### config.mk
export PLATFORM = sky130hd
export DESIGN_NAME = snake_game_sequencer
export DESIGN_NICKNAME = d
export VERILOG_FILES = /design/src/rtl/snake_pkg.sv /design/src/rtl/bcd_score_counter.sv /design/src/rtl/snake_game_sequencer.sv
export SDC_FILE = /design/constraint.sdc
export NUM_CORES = 1
export LEC_CHECK = 0
export ABC_AREA = 1
export CAP_MARGIN = 20
export CORE_ASPECT_RATIO = 1.75
export CORE_MARGIN = 2
export CORE_UTILIZATION = 32
export CTS_BUF_LIST = sky130_fd_sc_hd__clkbuf_2
export DETAILED_ROUTE_END_ITERATION = 8
export GPL_ROUTABILITY_DRIVEN = 1
export GPL_TIMING_DRIVEN = 0
export PLACE_DENSITY_LB_ADDON = 0.15
export RECOVER_POWER = 100
export SLEW_MARGIN = 10
export SYNTH_ARGS = -nofsm -noshare
export SYNTH_HDL_FRONTEND = slang
export SYNTH_SLANG_ARGS = --single-unit
export TNS_END_PERCENT = 10
### constraint.sdc
create_clock -name VGA_clk -period 2.5 [get_ports VGA_clk]
set_input_delay 0.375 -clock VGA_clk [delete_from_list [all_inputs] [get_ports VGA_clk]]
set_output_delay 0.375 -clock VGA_clk [all_outputs]
set_load 0.02 [all_outputs]
### src/rtl/snake_pkg.sv
// Shared encodings for the snake game sequencer: directions, game states
// and the default move period.
package snake_pkg;

    // Keyboard / datapath direction encoding
    localparam logic [1:0] DIR_UP    = 2'd0;
    localparam logic [1:0] DIR_RIGHT = 2'd1;
    localparam logic [1:0] DIR_DOWN  = 2'd2;
    localparam logic [1:0] DIR_LEFT  = 2'd3;

    // Game-level states
    typedef enum logic [1:0] {
        ST_IDLE = 2'd0,
        ST_RUN  = 2'd1,
        ST_OVER = 2'd2
    } game_state_t;

    // Frames between moves at the start of a game
    localparam int DEFAULT_FRAMES_PER_MOVE = 6;

    // Opposite heading: flipping bit 1 turns up<->down and right<->left
    function automatic logic [1:0] opposite_dir(input logic [1:0] dir);
        return dir ^ 2'd2;
    endfunction

endpackage

### src/rtl/bcd_score_counter.sv
// Two-digit BCD score counter with synchronous clear, increment and
// saturation at 99.
module bcd_score_counter (
    input  logic       VGA_clk,
    input  logic       reset_n,
    input  logic       clear,
    input  logic       inc,
    output logic [3:0] ones,
    output logic [3:0] tens
);

    logic [3:0] ones_reg;
    logic [3:0] tens_reg;
    logic       at_max;

    assign at_max = (tens_reg == 4'd9) && (ones_reg == 4'd9);

    // Score digits: clear wins over increment, increment stops at 99
    always_ff @(posedge VGA_clk) begin
        if (!reset_n || clear) begin
            ones_reg <= 4'd0;
            tens_reg <= 4'd0;
        end else if (inc && !at_max) begin
            if (ones_reg == 4'd9) begin
                ones_reg <= 4'd0;
                tens_reg <= tens_reg + 4'd1;
            end else begin
                ones_reg <= ones_reg + 4'd1;
            end
        end
    end

    assign ones = ones_reg;
    assign tens = tens_reg;

endmodule

### src/rtl/snake_game_sequencer.sv
// Game-level sequencer for the snake datapath: IDLE/RUN/OVER state machine,
// frame divider producing the move strobe, direction arbiter rejecting
// reversals, grow tracking and speed-up as apples are eaten.
module snake_game_sequencer
    import snake_pkg::*;
#(
    parameter int FRAMES_PER_MOVE = DEFAULT_FRAMES_PER_MOVE,
    parameter int MIN_FRAMES      = 2,
    parameter int SPEEDUP_EVERY   = 5
) (
    input  logic       VGA_clk,
    input  logic       reset_n,
    input  logic       start,
    input  logic       frame_tick,
    input  logic       dir_valid,
    input  logic [1:0] dir_req,
    input  logic       collision,
    input  logic       apple_eaten,
    output logic       move_tick,
    output logic [1:0] direction,
    output logic       grow,
    output logic       game_over,
    output logic       running,
    output logic [3:0] score_ones,
    output logic [3:0] score_tens
);

    localparam int PW  = $clog2(FRAMES_PER_MOVE + 1);
    localparam int ACW = $clog2(SPEEDUP_EVERY + 1);

    game_state_t    state_reg, state_next;
    logic           start_q_reg;
    logic [PW-1:0]  frame_cnt_reg, frame_cnt_next;
    logic [PW-1:0]  period_reg, period_next;
    logic [ACW-1:0] apple_cnt_reg, apple_cnt_next;
    logic [1:0]     direction_reg, direction_next;
    logic [1:0]     pending_reg, pending_next;
    logic           grow_pending_reg, grow_pending_next;
    logic           move_tick_reg, move_tick_next;
    logic           grow_reg, grow_next;
    logic           running_reg, running_next;
    logic           game_over_reg, game_over_next;
    logic           score_clear;
    logic           score_inc;
    logic           start_edge;

    assign start_edge = start && !start_q_reg;

    // Next-state, divider, arbiter and score control for the current state
    always_comb begin
        state_next        = state_reg;
        frame_cnt_next    = frame_cnt_reg;
        period_next       = period_reg;
        apple_cnt_next    = apple_cnt_reg;
        direction_next    = direction_reg;
        pending_next      = pending_reg;
        grow_pending_next = grow_pending_reg;
        move_tick_next    = 1'b0;
        grow_next         = 1'b0;
        score_clear       = 1'b0;
        score_inc         = 1'b0;

        case (state_reg)
            ST_RUN: begin
                if (collision) begin
                    // Collision freezes everything, even a coincident apple or frame
                    state_next = ST_OVER;
                end else begin
                    // Checked against the committed heading, so a request in
                    // the move cycle is judged against the outgoing direction
                    if (dir_valid && (dir_req != opposite_dir(direction_reg))) begin
                        pending_next = dir_req;
                    end
                    if (frame_tick) begin
                        // >= covers a period that shrank below the running count
                        if (frame_cnt_reg >= period_reg - 1'b1) begin
                            frame_cnt_next    = '0;
                            move_tick_next    = 1'b1;
                            direction_next    = pending_reg;
                            grow_next         = grow_pending_reg;
                            grow_pending_next = 1'b0;
                        end else begin
                            frame_cnt_next = frame_cnt_reg + 1'b1;
                        end
                    end
                    if (apple_eaten) begin
                        score_inc         = 1'b1;
                        grow_pending_next = 1'b1;
                        if (apple_cnt_reg == ACW'(SPEEDUP_EVERY - 1)) begin
                            apple_cnt_next = '0;
                            if (period_reg > PW'(MIN_FRAMES)) begin
                                period_next = period_reg - 1'b1;
                            end
                        end else begin
                            apple_cnt_next = apple_cnt_reg + 1'b1;
                        end
                    end
                end
            end
            default: begin
                // IDLE and OVER both wait for a start press to open a new game
                if (start_edge) begin
                    state_next        = ST_RUN;
                    frame_cnt_next    = '0;
                    period_next       = PW'(FRAMES_PER_MOVE);
                    apple_cnt_next    = '0;
                    direction_next    = DIR_RIGHT;
                    pending_next      = DIR_RIGHT;
                    grow_pending_next = 1'b0;
                    score_clear       = 1'b1;
                end
            end
        endcase

        running_next   = (state_next == ST_RUN);
        game_over_next = (state_next == ST_OVER);
    end

    // State and output registers with synchronous active-low reset
    always_ff @(posedge VGA_clk) begin
        if (!reset_n) begin
            state_reg        <= ST_IDLE;
            start_q_reg      <= 1'b0;
            frame_cnt_reg    <= '0;
            period_reg       <= PW'(FRAMES_PER_MOVE);
            apple_cnt_reg    <= '0;
            direction_reg    <= DIR_RIGHT;
            pending_reg      <= DIR_RIGHT;
            grow_pending_reg <= 1'b0;
            move_tick_reg    <= 1'b0;
            grow_reg         <= 1'b0;
            running_reg      <= 1'b0;
            game_over_reg    <= 1'b0;
        end else begin
            state_reg        <= state_next;
            start_q_reg      <= start;
            frame_cnt_reg    <= frame_cnt_next;
            period_reg       <= period_next;
            apple_cnt_reg    <= apple_cnt_next;
            direction_reg    <= direction_next;
            pending_reg      <= pending_next;
            grow_pending_reg <= grow_pending_next;
            move_tick_reg    <= move_tick_next;
            grow_reg         <= grow_next;
            running_reg      <= running_next;
            game_over_reg    <= game_over_next;
        end
    end

    bcd_score_counter u_score (
        .VGA_clk (VGA_clk),
        .reset_n (reset_n),
        .clear   (score_clear),
        .inc     (score_inc),
        .ones    (score_ones),
        .tens    (score_tens)
    );

    assign move_tick = move_tick_reg;
    assign direction = direction_reg;
    assign grow      = grow_reg;
    assign running   = running_reg;
    assign game_over = game_over_reg;

endmodule

==> summary.txt <==
Logic synthesis
  • Register area share after synthesis: 34.9%
  • Synth Flop Type: dfxtp_1
  • Number of synthesized register bits: 29
  • Mapped Nets: 252
  • Ys async rst share: 0%
  • Cell area after synthesis: 1660 um2
  • Mean post-synth cell area: 7.14 um2
  • Area leader, netlist: dfxtp_1
  • Synth unique cells: 27
  • Cells after synthesis: 233
  • Largest cells by area after synthesis: dfxtp_1 35%, nand2_1 14%, inv_1 8.3%, ha_1 7.5%, nand3_1 5.4%
  • EDFF count, synth: 0
  • Share of the synthesized area in the top cell type: 34.9%
  • Synthesis warning total: 0

Floorplan
  • Die Y: 99.4 um
  • I/O pin cnt: 23
  • Row count: 34
  • Starting Density: 33.4%
  • DIE AREA: 5820 um2
  • Die X-Extent: 58.5 um
  • Core area: 4980 um2

Global route
  • Vias in the first global route: 1397
  • Largest net degree at the start of global routing: 11
  • Initial antenna violation count: 0
  • Total gr overflow: 0
  • Overall Global Routing Usage: 13.6%
  • First-pass GRT wire length: 6040 um

Worst setup path
  • WP data arrival: 2.20 ns
  • Crit path launch: collision
  • Crit path launch type: primary input
  • Worst EP required: 2.76 ns
  • Worst-path cell chain: dlygate4sd3_1 > inv_1 > nand2_1 > nor2_1 > nand3_1 > nor2_1 > nor2_1
  • Crit path max-delay cell type: dlygate4sd3_1
  • Crit Path Category: in -> reg
  • WP buf/inv: 2
  • CP Max Fanout: 9
  • Cell family with most CP delay: simple AND/OR/NAND/NOR gates
  • CP most frequent cell: nor2_1
  • Reg2Reg Launch Point: period_reg[0]
  • Worst path max stage delay: 0.59 ns
  • Critical path endpoint category: flip-flop

Detailed routing
  • Routed len/inst: 10.9 um
  • DRC: 0
  • Antenna-violating nets left: 0
  • First DRT Iteration DRCs: 60
  • Mean number of vias per cell: 4.70
  • Final WL: 3460 um
  • Vias: 1490
  • Drt pass-1 iters: 4

CTS
  • Post-CTS resize count: 0
  • Clk sink count: 29
  • TritonCTS Buffers: 5
  • # hold bufs at CTS: 0
  • H-tree depth: 2
  • Clk buf depth: 2
  • TritonCTS clock tree: done
  • Clk slew on worst S/H paths: 0.14 ns
  • Post-CTS setup buffer count: 0
  • Root Buffer Master: clkbuf_2
  • Clock Latency Late Sink: 0.35 ns

Power and ir drop
  • Leakage power: 0.936 nW
  • Power, Total: 0.000911 W
  • Peak supply drop: 290 uV
  • Power Density: 467 nW/um2

Worst hold path
  • Hold path startpoint: grow_pending_reg
  • Hold crit path type: reg -> reg

Final layout
  • Core Util, Final: 39.2%
  • Synthesis-to-finish area growth: 17.1%
  • Share of layout cells above drive strength 1: 9.13%
  • Net count, final: 281
  • Diodes inserted: 0
  • Design area: 1950 um2

STA
  • Final worst setup slack: 0.555 ns
  • Setup_tns: 0 ns
  • Clk_skew: 0.00996 ns
  • Final setup fails: 0
  • Slew Limit Fails: 0
  • Least-Margin Pin Slew: 0.664 ns
  • Max Freq: 514 MHz
  • RSZ-0062 raised after global routing: no
  • Fin crit share: 77.8%
  • Hold Fails Final Rpt: 0
  • Min Clock Period, post-route: 1.94 ns
  • Relative slew slack: 55.5%

Place
  • Detailed Place HPWL: 2720 um
  • Cell Area, Placed: 1950 um2
  • Quantity of I/O buffers inserted on ports: 22
  • GPL Wtd Cong: 0.779
  • Setup slack after placement: 0.627 ns

Run status
  • Status: finished, final reports clean

Job
  • Max Cap Viol: 0
==> routing by layer <==
metal	vias to the layer above	global-route usage [%]	share of wire, %	wire length, um
li1	792	-	-	-
met3	6	2.73	3.1	108
met5	-	0	0	0
met4	0	6.44	2.1	71
met1	667	14.2	42	1470
met2	25	24.8	52	1820
==> final cells by class <==
| type | count | area (um2) |
|---|---|---|
| buffer | 4 | 30.0 |
| clock buffer | 8 | 40.0 |
| sequential | 29 | 581 |
| timing repair buffer | 22 | 220 |
| tap | 54 | 67.6 |
| fill | 543 | 3030 |
| inverter | 39 | 146 |
| multi-input combinational | 161 | 865 |
==> Yosys cell counts (2+ instances only) <==
| library cell | count |
|---|---|
| a21oi_1 | 12 |
| buf_6 | 2 |
| dfxtp_1 | 29 |
| ha_1 | 10 |
| inv_1 | 37 |
| inv_2 | 2 |
| nand2_1 | 64 |
| nand2_2 | 3 |
| nand2_4 | 3 |
| nand3_1 | 18 |
| nand3_2 | 3 |
| nand4_1 | 10 |
| nor2_1 | 18 |
| nor2_4 | 4 |
| o21ai_0 | 2 |
| o21ai_1 | 3 |
| xnor2_1 | 2 |
| xor2_1 | 2 |
==> path summary, 6_finish.rpt <==
kind | end | slack [ns] | cells after the start
setup / recovery | u_score.tens[1] | 0.56 | 7
hold / removal | grow | 0.46 | 2
setup reg to reg | direction[1] | 0.60 | 10
hold reg to reg | grow | 0.46 | 2
==> power breakdown <==
| part | switching (W) | total [W] | leakage, nW | internal, W |
|---|---|---|---|---|
| sequential | 0.0000130 | 0.000493 | 0.236 | 0.000480 |
| clock | 0.000160 | 0.000243 | 0.0332 | 0.0000826 |
| combinational | 0.000106 | 0.000175 | 0.667 | 0.0000688 |
==> logic make-up (layout without fill, tap and decap cells) <==
logic type	after synthesis	after routing	share of synthesized area (%)
flops	29	29	34.9
xor+xnor	4	4	2.11
buf+inv	43	73	10.7
fa+ha+maj	10	10	7.52
compound gates	19	19	6.62
simple gates	128	128	38.2
==> metrics by stage <==
stage	hold WS (ns)	instances
6_report	0.460	317
5_1_grt	0.484	317
4_1_cts	0.464	317
3_5_place_dp	0.444	309
3_3_place_gp	0.440	309
2_1_floorplan	0.417	233
==> worst reg2reg max path, stage by stage (launching register included) <==
cell	delay (ns)
dfxtp_1	0.34
inv_1	0.09
ha_1	0.22
xnor2_1	0.21
ha_1	0.29
a21oi_1	0.12
nand2_1	0.14
nand2_1	0.16
inv_1	0.05
nand2_1	0.09
o21ai_0	0.08
==> cell usage in the layout (no fill, tap or decap), drive strengths merged <==
| cell type | instances |
|---|---|
| nand2 | 70 |
| inv | 39 |
| dfxtp | 29 |
| nand3 | 22 |
| nor2 | 22 |
| dlygate4sd3 | 17 |
| a21oi | 14 |
| nand4 | 10 |
| ha | 10 |
| clkbuf | 10 |
| o21ai | 5 |
| clkdlybuf4s50 | 5 |
| xnor2 | 2 |
| buf | 2 |
| xor2 | 2 |
| nand3b | 2 |
| nor3 | 1 |
| or2 | 1 |
(Power assumes the default switching activity.)
